==> src/rtl/protected_pkg.sv <==
// Shared types and default parameters for the protection-flag guard blocks.
package protected_pkg;

  typedef enum logic [1:0] {
    IDLE  = 2'd0,
    ARMED = 2'd1,
    TRAP  = 2'd2,
    CLEAR = 2'd3
  } state_t;

  localparam int DEF_BUS_WIDTH    = 32;
  localparam int DEF_WINDOW_LOG2  = 2;
  localparam int DEF_CLEAR_CYCLES = 2;
  localparam int DEF_COUNT_WIDTH  = 8;

endpackage

==> src/rtl/guard_window_cmp.sv <==
// Masked address comparator: hit when two addresses fall in the same
// 2^LOW_BITS-byte window.
module guard_window_cmp #(
  parameter int WIDTH    = 32,
  parameter int LOW_BITS = 2
) (
  input  logic [WIDTH-1:0] addr,
  input  logic [WIDTH-1:0] base,
  output logic             hit
);

  logic [WIDTH-1:0] diff;

  // Shifting the difference keeps every bit read even when LOW_BITS is 0.
  assign diff = addr ^ base;
  assign hit  = ((diff >> LOW_BITS) == '0);

endmodule

==> src/rtl/protected_guard.sv <==
// Enforcement side of the protection flag: blocks writes into the armed
// window, traps the first fault to the CPU and pulses the setter's clear.
module protected_guard
  import protected_pkg::*;
#(
  parameter int BUS_WIDTH    = DEF_BUS_WIDTH,
  parameter int WINDOW_LOG2  = DEF_WINDOW_LOG2,
  parameter int CLEAR_CYCLES = DEF_CLEAR_CYCLES,
  parameter int COUNT_WIDTH  = DEF_COUNT_WIDTH
) (
  input  logic                   clk,
  input  logic                   reset,
  input  logic                   flag_in,
  input  logic [BUS_WIDTH-1:0]   addr_in,
  input  logic                   acc_valid,
  input  logic                   acc_write,
  input  logic [BUS_WIDTH-1:0]   acc_addr,
  output logic                   acc_block,
  output logic                   trap_req,
  input  logic                   trap_ack,
  output logic [BUS_WIDTH-1:0]   trap_addr,
  input  logic                   unlock,
  output logic                   flag_nreset,
  output logic [COUNT_WIDTH-1:0] violation_count,
  output logic                   busy
);

  localparam int CNT_W = $clog2(CLEAR_CYCLES + 1);
  localparam logic [COUNT_WIDTH-1:0] COUNT_MAX = '1;

  state_t               state;
  state_t               next_state;
  logic [BUS_WIDTH-1:0] armed_addr;
  logic [CNT_W-1:0]     clr_cnt;
  logic                 clr_done;
  logic                 pending_unlock;
  logic                 hit;
  logic                 violation;

  guard_window_cmp #(
    .WIDTH    (BUS_WIDTH),
    .LOW_BITS (WINDOW_LOG2)
  ) u_cmp (
    .addr (acc_addr),
    .base (armed_addr),
    .hit  (hit)
  );

  assign violation = acc_valid & acc_write & hit & (state != IDLE);
  assign clr_done  = (clr_cnt == CNT_W'(CLEAR_CYCLES));

  // NOTE: sequential state uses non-blocking assignments so every register
  // samples pre-edge values regardless of statement order.
  always_ff @(posedge clk or posedge reset) begin
    if (reset) state <= IDLE;
    else       state <= next_state;
  end

  // NOTE: next_state gets a default before the case so no path infers a latch.
  always_comb begin
    next_state = state;
    unique case (state)
      IDLE:  if (flag_in) next_state = ARMED;
      ARMED: begin
        // A violation beats a same-cycle unlock; the unlock is remembered.
        if (violation)     next_state = TRAP;
        else if (unlock)   next_state = CLEAR;
        else if (!flag_in) next_state = IDLE;
      end
      TRAP:  if (trap_ack) next_state = (pending_unlock || unlock) ? CLEAR : ARMED;
      CLEAR: if (clr_done) next_state = IDLE;
      default: next_state = IDLE;
    endcase
  end

  always_comb begin
    acc_block = violation;
    trap_req  = (state == TRAP);
    busy      = (state != IDLE);
  end

  always_ff @(posedge clk or posedge reset) begin
    if (reset) begin
      armed_addr      <= '0;
      trap_addr       <= '0;
      violation_count <= '0;
      pending_unlock  <= 1'b0;
      clr_cnt         <= '0;
      flag_nreset     <= 1'b1;
    end else begin
      if (state == IDLE && flag_in)
        armed_addr <= addr_in;
      if (state == ARMED && violation)
        trap_addr <= acc_addr;
      if (violation && violation_count != COUNT_MAX)
        violation_count <= violation_count + COUNT_WIDTH'(1);

      if (state == TRAP && trap_ack)
        pending_unlock <= 1'b0;
      else if ((state == ARMED && violation && unlock) || (state == TRAP && unlock))
        pending_unlock <= 1'b1;

      clr_cnt <= (state == CLEAR) ? clr_cnt + CNT_W'(1) : '0;
      // Registered so the setter's reset line is glitch-free; it goes low the
      // cycle after CLEAR is entered and stays low for CLEAR_CYCLES cycles.
      flag_nreset <= !(state == CLEAR && next_state == CLEAR);
    end
  end

endmodule

==> config.mk <==
export PLATFORM = sky130hd
export DESIGN_NAME = protected_guard
export DESIGN_NICKNAME = d
export VERILOG_FILES = /design/src/rtl/protected_pkg.sv /design/src/rtl/guard_window_cmp.sv /design/src/rtl/protected_guard.sv
export SDC_FILE = /design/constraint.sdc
export NUM_CORES = 1
export LEC_CHECK = 0
export ABC_AREA = 0
export ABC_CLOCK_PERIOD_IN_PS = 2400
export CORE_MARGIN = 4
export CORE_UTILIZATION = 40
export CTS_BUF_LIST = sky130_fd_sc_hd__clkbuf_2
export DETAILED_ROUTE_END_ITERATION = 7
export PLACE_DENSITY = 0.86
export SLEW_MARGIN = 0
export SYNTH_ARGS = -nofsm -noshare
export SYNTH_HDL_FRONTEND = slang
export SYNTH_SLANG_ARGS = --single-unit
export TNS_END_PERCENT = 50
==> constraint.sdc <==
create_clock -name clk -period 2.4 [get_ports clk]
set_clock_uncertainty 0.05 [all_clocks]
set_input_delay 0.48 -clock clk [delete_from_list [all_inputs] [get_ports clk]]
set_output_delay 0.48 -clock clk [all_outputs]
set_load 0.005 [all_outputs]
==> reports/metrics.cfg, run 1 <==
[outcome]
outcome=complete, but fails checks
violations=negative setup slack

[global_route]
grt_pass1_vias=2672
grt_first_pass_wirelength_mm=13.9
antenna_found_initial=0
grt_max_degree=77
grt-ovfl-total=0
grt_use_total_pct=17.3

[synth]
yosys.cell_count.top_type=dfrtp_1
synthArstFlopShare_pct=100
synth_edf_count=0
yosys_warnings=0
synth_seq_area_share_pct=53.1
syn_area_um2=3580
synth_area_leaders=dfrtp_1 (52%), mux2_4 (13%), mux2_2 (11%)
synth.avg_cell_area_um2=14.1
synth-seq-cells=76
ys.flop_type=dfrtp_1
synth.net_count=328
netlist.top_cell.by_area=dfrtp_1
yosysTopAreaCellShare_pct=52.4
synth_common_cells=dfrtp_1 (75), mux2_2 (34), xor2_1 (34), mux2_4 (30), nor4_1 (10)
synth.distinct_cells=34
synthCells=255

[worst_setup_path]
worstPathCellList=clkdlybuf4s50_1, xor2_2, nor4_2, nand4_1, nor3_2, buf_2
crit_fanout=2
critical_path.slowest_cell=clkdlybuf4s50_1
cp.arrival_ps=1980
cp_top_family=simple AND/OR/NAND/NOR gates
endpoint_kind=output pin
max_stage_delay_ps=460
worstSetupStartpointType=primary input
worstPathRequired_ps=1870
crit_type=in2out
path_buf_inv=2

[sta]
max_freq_mhz=398
slew_headroom_pct=72.6
setup_viol=1
slew_violations=0
tns_ps=-113
setup_ws_ps=-113
layout_min_cycle_time_ps=2510
worst_pin_slew_ps=410
rsz0062_at_grt=yes
min_period_over_period_pct=105
hold_viol_final=0

[routing]
detail_route.first_pass.iterations=4
route.antenna.remaining_nets=0
drc_errors=0
vias_per_cell=4.95
totalWireLength_mm=8.72
wire_per_inst_um=17.4
dr.first_iter.drc_count=66
vias=2481

[cts]
cts_root_buf=clkbuf_2
cts_tree=done
worstSkewPairLatency_ps=480
hold_buffers=0
cts_buffer_depth=2
cts.sinks=76
cts.clk_slew.worst_paths_ps=230
cts_buffers=9
htreeDepth=3

[die]
die_w_um=103
core_um2=8720
initial_core_util_pct=41.1
die_area_um2=10500
row_count=34
dieHeight_um=103
num_io_pins=115

[cells_and_area]
drive_gt1_share_pct=29.5
nets=461
final_cells=501
area_growth_pct=42.4
antenna_cells=0

[job]
drv_cap=0

[placement]
pre_cts_ws_ps=-622
numPortBuffers=112
dp_hpwl_mm=6.57
dp.cells=483
gp_congestion=0.854

[pwr]
p_leak_uw=0.00225
p_per_area_nw_per_um2=734
irDropWorstVdd_mv=0.369

[hold_path]
hp-class=in2reg

==> state kept, by name, indices dropped and copies added (netlist names) <==
register         count
state                2
flag_nreset          1
violation_count      8
clr_cnt              2
trap_addr           32
armed_addr          30
pending_unlock       1
==> kinds of logic after synthesis <==
| logic type | after synthesis | share of synthesized area (%) |
|---|---|---|
| flip-flops | 76 | 53.1 |
| multiplexers | 64 | 23.2 |
| AND/OR/NAND/NOR | 52 | 8.90 |
| XOR/XNOR | 36 | 8.80 |
| buffers and inverters | 14 | 3.25 |
| AO/OA/AOI/OAI | 11 | 2.02 |
| adder cells (fa/ha/maj) | 2 | 0.698 |
==> per-stage QoR <==
step                power (µW)  cell area, µm²  hold slack [ps]  utilization (%)
global placement          2960            4920              363             56.5
floorplan                 2540            3590              353                -
detailed placement        3030            4920              383             56.5
CTS                       3710            5040              321             57.8
finish                    3750            5110              358             58.6
global route              4010            5110              314             58.6
==> cells in the final DEF, fill, tap and decap left out, drive strengths merged <==
cell type / synthesis / final
a21oi: 2 / 2
and3: 4 / 4
buf: 5 / 20
bufinv: 0 / 1
clkbuf: 4 / 10
clkdlybuf4s50: 0 / 109
clkinv: 0 / 4
clkinvlp: 0 / 2
dfrtp: 75 / 75
dfstp: 1 / 1
dlygate4sd2: 0 / 2
ha: 2 / 2
inv: 5 / 4
mux2: 64 / 64
nand2: 8 / 8
nand2b: 1 / 1
nand3: 4 / 4
nand4: 3 / 3
nand4b: 1 / 1
nand4bb: 1 / 1
nor2: 9 / 9
nor3: 6 / 6
nor3b: 1 / 1
nor4: 12 / 12
nor4b: 1 / 1
o211ai: 1 / 1
o21a: 1 / 1
o21ai: 4 / 4
o22ai: 1 / 1
o31ai: 1 / 1
o41ai: 1 / 1
or2: 1 / 1
xnor2: 2 / 2
xor2: 34 / 34
==> metal layers <==
metal	global-route usage (%)	wire length, µm	vias to the layer above
li1	-	-	1168
met1	23.2	3820	1237
met2	27.8	4230	65
met3	3.86	509	11
met4	5.75	172	0
met5	0	0	-
==> worst register-to-register path, cell delays in order, from the launching register on <==
cell,delay (ps)
dfrtp_1,440
xor2_1,190
nor4_2,310
nand4_1,150
nand4bb_1,210
buf_4,190
nor2_8,120
buf_12,190
mux2_4,330
==> power breakdown <==
group          switching (µW)  internal (µW)
clock network             432            235
registers                 200           1590
logic                     603            688
==> final timing paths <==
path	startpoint	to	slack [ps]	depth (start not counted)
min in group asynchronous	reset	clr_cnt[1]	390	3
worst max register to register	armed_addr[23]	trap_addr[7]	110	8
worst min-delay path	acc_addr[2]	trap_addr[2]	360	2
worst max-delay path	acc_addr[4]	acc_block	-110	6
worst min register to register	clr_cnt[0]	clr_cnt[0]	400	1
max in group asynchronous	reset	armed_addr[16]	1590	3
==> final cells by class <==
type | count | area [µm²]
Clock buffer | 10 | 50.0
Clock inverter | 6 | 55.1
Fill cell | 710 | 3610
Inverter | 5 | 22.5
Multi-Input combinational cell | 165 | 1630
Sequential cell | 76 | 1900
Tap cell | 108 | 135
Timing Repair Buffer | 131 | 1310
==> what timing repair did <==
action | 4_1_cts | 5_1_grt
gates cloned | 0 | 0
resized for setup | 8 | 9
pin swaps | 6 | 9
buffers inserted | 2 | 1
endpoints found under the setup margin | 1 | 37
Note: power is estimated with default switching activity, not from simulation.
==> inputs of run 2 (changes only) <==
--- a/config.mk
+++ b/config.mk
@@ -11,7 +11,9 @@
 export CORE_UTILIZATION = 40
 export CTS_BUF_LIST = sky130_fd_sc_hd__clkbuf_2
 export DETAILED_ROUTE_END_ITERATION = 7
+export HOLD_SLACK_MARGIN = 0.15
 export PLACE_DENSITY = 0.86
+export SETUP_SLACK_MARGIN = 0.4
 export SLEW_MARGIN = 0
 export SYNTH_ARGS = -nofsm -noshare
 export SYNTH_HDL_FRONTEND = slang
==> reports/metrics.cfg, run 2 (same netlist as run 1, synthesis figures left out) <==
[cells_and_area]
largest_reg_flops=32  ; unchanged
antenna_cells=0  ; unchanged
final_common_cell=clkdlybuf4s50_1
fillers=677  ; -4.6%
regArea_um2=1900  ; about the same
largestRegisters=trap_addr: 32 flops, armed_addr: 30 flops, violation_count: 8 flops
multiInputGateArea_um2=1730  ; +6.0%
final_cells=505  ; +0.80%
nets=465  ; +0.87%
drive_gt1_share_pct=34.0  ; +4.5 points
regMostFlops=trap_addr
fin_util_pct=61.2  ; +2.7 points
layout_common_cells=clkdlybuf4s50_1 (80), dfrtp_1 (74), mux2_4 (32), mux2_2 (32), xor2_1 (29)
area_growth_pct=49.0

[die]
num_io_pins=115  ; unchanged
die_area_um2=10500  ; unchanged
die_w_um=103  ; unchanged
row_count=34  ; unchanged
initial_core_util_pct=41.1  ; unchanged
core_um2=8720  ; unchanged
dieHeight_um=103  ; unchanged

[placement]
dp.cells=483  ; unchanged
dp_hpwl_mm=6.57  ; unchanged
gp_congestion=0.854  ; unchanged
numPortBuffers=112  ; unchanged

[routing]
wire_per_inst_um=18.2  ; +4.3%
dr.first_iter.drc_count=62  ; -6.1%
totalWireLength_mm=9.17  ; +5.2%
route.antenna.remaining_nets=0  ; unchanged
vias=2537  ; +2.3%
drc_errors=0  ; unchanged
detail_route.first_pass.iterations=4  ; unchanged
vias_per_cell=5.02  ; +1.4%

[sta]
setup_viol=8  ; +7
hold_viol_final=0  ; unchanged
min_period_over_period_pct=107  ; +2.5 points
slew_headroom_pct=60.0  ; -13 points
setup_ws_ps=-173  ; -59.7 ps
worst_pin_slew_ps=600  ; +190 ps
layout_min_cycle_time_ps=2570  ; +59.7 ps
rsz0062_at_grt=yes
max_freq_mhz=389  ; -2.3%
slew_violations=0  ; unchanged

[global_route]
grt_first_pass_wirelength_mm=14.0  ; +0.94%
grt_use_total_pct=17.4  ; +0.16 points
grt-ovfl-total=0  ; unchanged
grt_max_degree=77  ; unchanged
grt_pass1_vias=2694  ; +0.82%
antenna_found_initial=0  ; unchanged

[pwr]
irDropWorstVdd_mv=0.355  ; -3.6%
p_per_area_nw_per_um2=717  ; -2.3%
p_sw_uw=1300  ; +5.2%
swShare_pct=33.9  ; +0.97 points
p_leak_uw=0.00268  ; +19%
seq_power_share_pct=46.9  ; -0.8 points
p_int_uw=2530  ; +0.67%
comb_power_share_pct=35.6  ; +1.1 points
p_clk_share_pct=17.5  ; -0.3 points

[worst_setup_path]
path_buf_inv=3  ; +1
crit_fanout=2  ; unchanged
worstPathRequired_ps=1870  ; about the same
worstPathCellList=clkdlybuf4s50_1, xor2_1, nor4_1, nand4_1, nor3_2, buf_4, buf_6
crit_type=in2out
worstSetupStartpointType=primary input
endpoint_kind=output pin
critical_path.slowest_cell=clkdlybuf4s50_1
max_stage_delay_ps=460  ; about the same
cp_top_family=buffers and inverters
cp.arrival_ps=2040  ; +60 ps

[outcome]
violations=negative setup slack
outcome=complete, but fails checks

[cts]
cts_buffers=9  ; unchanged
htreeDepth=3  ; unchanged
cts.clk_slew.worst_paths_ps=230  ; about the same
cts_root_buf=clkbuf_2
hold_buffers=0  ; unchanged
cts_buffer_depth=2  ; unchanged
cts.sinks=76  ; unchanged
cts_tree=done
worstSkewPairLatency_ps=480  ; about the same

[hold_path]
hp-class=in2reg

[job]
drv_cap=0  ; unchanged

run 2: cell count changes in the layout (fill, tap and decap cells not counted), sizes merged:
cell           previous run  this run
dlymetal6s2s              0        18
dlygate4sd2               2        11
clkdlybuf4s50           109        80
buf                      20        22
clkbuf                   10        14
run 2: final timing paths:
kind	cells past startpoint	slack, ps	to	startpoint
max reg2reg	8	40	trap_addr[10]	armed_addr[28]
min in group asynchronous	3	390	armed_addr[23]	reset
min reg2reg	1	400	clr_cnt[0]	clr_cnt[0]
max	7	-170	acc_block	acc_addr[12]
min	2	360	trap_addr[2]	acc_addr[2]
max in group asynchronous	3	1580	armed_addr[13]	reset
run 2: through the flow:
step	hold slack (ps)	instance area, µm²	TNS [ps]	setup WS [ps]	total power (µW)
after floorplan	353	3590	0	290	2540
after global placement	363	4920	-17040	-614	2960
after detailed placement	383	4920	-19640	-622	3030
after CTS	321	5070	-204	-204	3720
after global routing	315	5340	-271	-260	4080
final	361	5340	-243	-173	3830
run 2: layout make-up:
class	instances	share of cell area, %
clock buffers	10	0.937
clock inverters	6	1.03
inverters	5	0.609
multi-input cells	165	32.4
flip-flops and latches	76	35.7
well taps	108	2.53
repair buffers	135	26.8
run 2: what timing repair did:
| action | in CTS | in global routing |
|---|---|---|
| setup endpoints to repair | 54 | 64 |
| setup buffers | 2 | 2 |
| pin swaps | 6 | 22 |
| gates resized for setup | 30 | 57 |
| gates cloned | 0 | 2 |
run 2: power groups by stage:
stage	clock [µW]	combinational (µW)	sequential, µW
floorplan	0	763	1770
detailed placement	0	1220	1810
global route	760	1480	1840
global placement	0	1160	1790
CTS	692	1240	1790
finish	671	1360	1800
run 2: layer usage:
layer	vias to the layer above	global-route usage, %	wire length [µm]
met5	-	0	0
met4	0	6.05	251
met3	15	3.92	546
li1	1183	-	-
met1	1266	23.3	4020
met2	73	28.0	4360
==> inputs of run 3 (changes only) <==
--- a/config.mk
+++ b/config.mk
@@ -11,6 +11,7 @@
 export CORE_UTILIZATION = 40
 export CTS_BUF_LIST = sky130_fd_sc_hd__clkbuf_2
 export DETAILED_ROUTE_END_ITERATION = 7
+export GPL_TIMING_DRIVEN = 0
 export HOLD_SLACK_MARGIN = 0.15
 export PLACE_DENSITY = 0.86
 export SETUP_SLACK_MARGIN = 0.4
==> reports/metrics.cfg, run 3 (same netlist as run 1, synthesis figures left out) <==
[worst_setup_path]
path_buf_inv=1  ; -2
worstReg2RegStart=armed_addr[17]
reg2reg_slack_ps=-10  ; -50 ps
crit_fanout=2  ; unchanged
crit_type=reg2out
cp.arrival_ps=2080  ; +40 ps
critical_path.slowest_cell=dfrtp_1
reg2reg_depth=9  ; +1
worstPathRequired_ps=1870  ; about the same
endpoint_kind=output pin
worstPathCellList=xor2_1, nor4_1, nand4_1, nor3_4, buf_2
max_stage_delay_ps=440  ; -20 ps
r2r-end=trap_addr[11]
worstSetupStartpointType=flop
cp_top_family=simple AND/OR/NAND/NOR gates

[cells_and_area]
layout_common_cells=dfrtp_1 (73), clkdlybuf4s50_1 (68), dlymetal6s2s_1 (41)
largest_reg_flops=32  ; unchanged
fillers=661  ; -2.4%
drive_gt1_share_pct=32.0  ; -2.0 points
regArea_um2=1910  ; about the same
nets=477  ; +2.6%
antenna_cells=0  ; unchanged
final_common_cell=dfrtp_1
area_growth_pct=51.7
multiInputGateArea_um2=1590  ; -8.0%
regMostFlops=trap_addr
largestRegisters=trap_addr: 32 flops, armed_addr: 30 flops, violation_count: 8 flops

[routing]
vias_per_cell=5.02  ; -0.16%
wire_per_inst_um=18.7  ; +3.0%
totalWireLength_mm=9.67  ; +5.4%
drc_errors=0  ; unchanged
detail_route.first_pass.iterations=4  ; unchanged
vias=2593  ; +2.2%
route.antenna.remaining_nets=0  ; unchanged
dr.first_iter.drc_count=57  ; -8.1%

[cts]
cts_root_buf=clkbuf_2
cts.clk_slew.worst_paths_ps=220  ; about the same
cts_tree=done
cts.sinks=76  ; unchanged
cts_buffers=9  ; unchanged
cts_buffer_depth=2  ; unchanged
htreeDepth=3  ; unchanged
worstSkewPairLatency_ps=520  ; +40 ps

[pwr]
p_int_uw=2590  ; +2.5%
p_leak_uw=0.00315  ; +17%
swShare_pct=32.9  ; -1.1 points
seq_power_share_pct=46.3  ; -0.6 points
power_uw=3860  ; +0.89%
comb_power_share_pct=32.7  ; -2.9 points
irDropWorstVdd_mv=0.353  ; -0.59%
p_clk_share_pct=21.0  ; +3.5 points
p_sw_uw=1270  ; -2.3%
p_per_area_nw_per_um2=710  ; -0.90%

[global_route]
grt_first_pass_wirelength_mm=14.6  ; +4.6%
grt_pass1_vias=2809  ; +4.3%
grt-ovfl-total=0  ; unchanged
grt_use_total_pct=18.6  ; +1.1 points
grt_max_degree=44  ; -43%
antenna_found_initial=0  ; unchanged

[die]
row_count=34  ; unchanged
initial_core_util_pct=41.1  ; unchanged
dieHeight_um=103  ; unchanged
core_um2=8720  ; unchanged
die_w_um=103  ; unchanged
die_area_um2=10500  ; unchanged
num_io_pins=115  ; unchanged

[sta]
setup_ws_ps=-207  ; -33.7 ps
slew_headroom_pct=48.5  ; -12 points
min_period_over_period_pct=109  ; +1.4 points
max_freq_mhz=384  ; -1.3%
setup_viol=4  ; -4
hold_ws_ps=350  ; -10.7 ps
hold_viol_final=0  ; unchanged
layout_min_cycle_time_ps=2610  ; +33.7 ps
slew_violations=0  ; unchanged
worst_pin_slew_ps=771  ; +171 ps
rsz0062_at_grt=yes

[outcome]
outcome=complete, but fails checks
violations=negative setup slack

[placement]
numPortBuffers=112  ; unchanged
gp_congestion=0.803  ; -5.9%
dp_hpwl_mm=6.86  ; +4.3%

[job]
drv_cap=0  ; unchanged

[hold_path]
hp-class=in2async

==> run 3: timing repair <==
item	CTS	global route
buffers inserted	10	12
gates cloned	3	0
endpoints found under the setup margin	60	116
gates resized for setup	17	58
pin swaps	11	4
hold buffers	0	0
==> run 3: final cells by class <==
cell class | instances | share of cell area, %
Buffer | 9 | 1.93
Clock buffer | 9 | 0.828
Clock inverter | 7 | 1.66
Inverter | 5 | 0.506
Multi-Input combinational cell | 165 | 29.3
Sequential cell | 76 | 35.0
Tap cell | 108 | 2.49
Timing Repair Buffer | 138 | 28.3
==> run 3: worst max-delay path by stage <==
stage	from	to	slack, ps	cells after the start
after CTS	armed_addr[14]	acc_block	-150	5
after floorplan	acc_addr[8]	trap_addr[0]	290	8
after global placement	acc_addr[6]	acc_block	-710	6
after detailed placement	acc_addr[12]	acc_block	-710	6
after global routing	armed_addr[28]	acc_block	-280	5
final	armed_addr[4]	acc_block	-210	5
==> run 3: power groups by stage <==
stage               sequential [µW]  clock [µW]  combinational (µW)
finish                         1790         812                1260
global route                   1830         895                1380
CTS                            1790         822                1210
detailed placement             1820           0                1140
global placement               1800           0                1100
floorplan                      1770           0                 763
==> run 3: routing by layer <==
layer / global-route usage (%) / routed length, µm / up-vias
met5: 0 / 0 / -
li1: - / - / 1205
met2: 31.1 / 4820 / 85
met1: 23.9 / 4140 / 1288
met4: 4.44 / 124 / 0
met3: 5.21 / 581 / 15
==> run 3: stage by stage <==
step | worst slack [ps] | cell area [µm²] | utilization, % | TNS, ps | cells
after detailed placement | -713 | 4860 | 55.8 | -17070 | 476
after global routing | -282 | 5440 | 62.4 | -2480 | 517
after global placement | -705 | 4840 | 55.6 | -14570 | 475
final | -207 | 5440 | 62.4 | -235 | 517
after CTS | -149 | 5220 | 59.9 | -495 | 505
after floorplan | 290 | 3590 | - | 0 | 255
==> RTL change, RTL diff (config.mk and constraints of run 3) <==
Register the output `violation_count` once more; this adds one clock of latency there. The other outputs are not delayed to match.
--- a/src/rtl/protected_guard.sv
+++ b/src/rtl/protected_guard.sv
@@ -27,6 +27,8 @@
 
   localparam int CNT_W = $clog2(CLEAR_CYCLES + 1);
   localparam logic [COUNT_WIDTH-1:0] COUNT_MAX = '1;
+
+  logic [COUNT_WIDTH-1:0] violation_count_s0;
 
   state_t               state;
   state_t               next_state;
@@ -83,7 +85,7 @@
     if (reset) begin
       armed_addr      <= '0;
       trap_addr       <= '0;
-      violation_count <= '0;
+      violation_count_s0 <= '0;
       pending_unlock  <= 1'b0;
       clr_cnt         <= '0;
       flag_nreset     <= 1'b1;
@@ -92,8 +94,8 @@
         armed_addr <= addr_in;
       if (state == ARMED && violation)
         trap_addr <= acc_addr;
-      if (violation && violation_count != COUNT_MAX)
-        violation_count <= violation_count + COUNT_WIDTH'(1);
+      if (violation && violation_count_s0 != COUNT_MAX)
+        violation_count_s0 <= violation_count_s0 + COUNT_WIDTH'(1);
 
       if (state == TRAP && trap_ack)
         pending_unlock <= 1'b0;
@@ -107,5 +109,9 @@
     end
   end
 
+  always_ff @(posedge clk) begin
+    violation_count <= violation_count_s0;
+  end
+
 endmodule
 
Behaviour: not the same (a bounded check fails within 4 cycles, from zero or initial values and one cycle with reset high).
==> RTL change against run 3 <==
Sequential power rose by 8%. Final area rose by 0.64%. Synthesized area fell by 1.1%. Worst setup slack got worse by 0.055 ns. Non-clock buffer count fell by 6. Critical path type unchanged. Total power rose by 4.7%. The run still ends with setup timing left. Sequential cell count rose by 8. Wire length fell by 2.5%. Die area fell by 1.0%. Combinational power fell by 7%. Critical endpoint unchanged. Critical path depth did not move.
==> RTL change: results <==
[yosys]
synth_seq_cells = 84
synth_common_cells = dfrtp_1, mux2_2, xor2_1, mux2_1
ys.warnings.count = 0
synth.yosys.seq_area_share_pct = 58.2
yosys-top-cells-area = dfrtp_1, mux2_2, mux2_1
async_reset_ff_share_pct = 90.5
postSynthAreaPerCell_sq_um = 14.2
synth_fp_nets = 322
synth.distinct_cells = 34

[cts]
cts_resized = 113
postCtsSetupBuffers = 19
numCtsBuffers = 9
clk_latency_ns = 0.55

[cells_and_area]
n_all_inverters = 3
clock_area_share_pct = 2.95
multi_input_area_sq_um = 1590
fillers = 677
multi_input_gates = 156
reg_top3 = trap_addr (32), armed_addr (30)
register_area_sq_um = 2070
seq_area_share_pct = 37.8
buf_share_pct = 27.4
n_antenna_cell = 0
n_clock_buffer = 10
final_nets = 468
drive_above_1_share_pct = 33.5
n_all_buffers = 141

[place]
io_buffer_count = 112
gp_congestion = 0.849
place_worst_setup_slack_ns = -0.806
hpwl_mm = 6.56
place_area_sq_um = 4830

[setup_path]
critPathMaxStageDelay_ns = 0.47
critPathMaxFanout = 7
critical-path-top-delay-family = simple AND/OR/NAND/NOR gates
crit_slowest_cell = dfrtp_2
arrival_ns = 2.13

[run_status]
status = complete, but fails checks
violations = setup timing

[power]
ir_drop_v = 0.000410
cellLeakagePower_nw = 2.66

[grt]
grt_start_max_net_pins = 43
grt_usage_pct = 19.0
grt_pass1_wl_mm = 14.9
antenna_found_initial = 0
grt_pass1_vias = 2881

[die]
core_sq_um = 8680

[timing]
fin_setup_tns_ns = -0.834
fin_ws_ns = -0.262
tightest_slew_ns = 0.786
setup_viol_count_final = 24

[routing]
viasPerCell = 5.06
wirelength_mm = 9.43
num_vias = 2572
drtIter0Drc = 64

[min_path]
hp-class = in2async
==> RTL change: changes by cell type after synthesis, sizes merged, moves of 3 or more <==
| cell | delta |
|---|---|
| dfxtp | +8 |
| nor2 | -4 |
| o21ai | -4 |
| nor3 | -3 |
==> RTL change: cell families (layout without fill, tap and decap cells) <==
| logic type | count (synthesis) | count (layout) | share of synthesized area, % |
|---|---|---|---|
| DFF | 84 | 84 | 58.2 |
| muxes | 64 | 64 | 20.3 |
| and+or+nand+nor | 46 | 46 | 8.61 |
| xor gates and xnor gates | 36 | 36 | 8.89 |
| buffers and inverters | 9 | 160 | 1.59 |
| AOI/OAI and AO/OA | 8 | 8 | 1.69 |
| adders and majority gates | 2 | 2 | 0.706 |
==> RTL change: layer usage <==
layer | vias to the layer above | global-route usage [%] | routed length (um)
li1 | 1182 | - | -
met1 | 1289 | 23.1 | 3760
met2 | 95 | 32.3 | 4820
met3 | 6 | 6.89 | 778
met4 | 0 | 4.34 | 65
met5 | - | 0 | 0
==> RTL change: final timing paths <==
| check | to | slack (ns) | from | depth (start not counted) |
|---|---|---|---|---|
| worst max-delay path | acc_block | -0.26 | state[1] | 5 |
| worst min-delay path | state[1] | 0.35 | reset | 2 |
| worst max register to register | violation_count_s0[6] | -0.10 | armed_addr[24] | 8 |
| worst min register to register | clr_cnt[0] | 0.40 | clr_cnt[0] | 1 |
| max in group asynchronous | trap_addr[19] | 1.29 | reset | 3 |
| min in group clk | clr_cnt[0] | 0.40 | clr_cnt[0] | 1 |
==> RTL change: power breakdown <==
part / switching (mW) / total, mW / internal [mW]
logic: 0.497 / 1.17 / 0.675
clock network: 0.486 / 0.942 / 0.456
registers: 0.207 / 1.93 / 1.72
total: 1.19 / 4.04 / 2.85
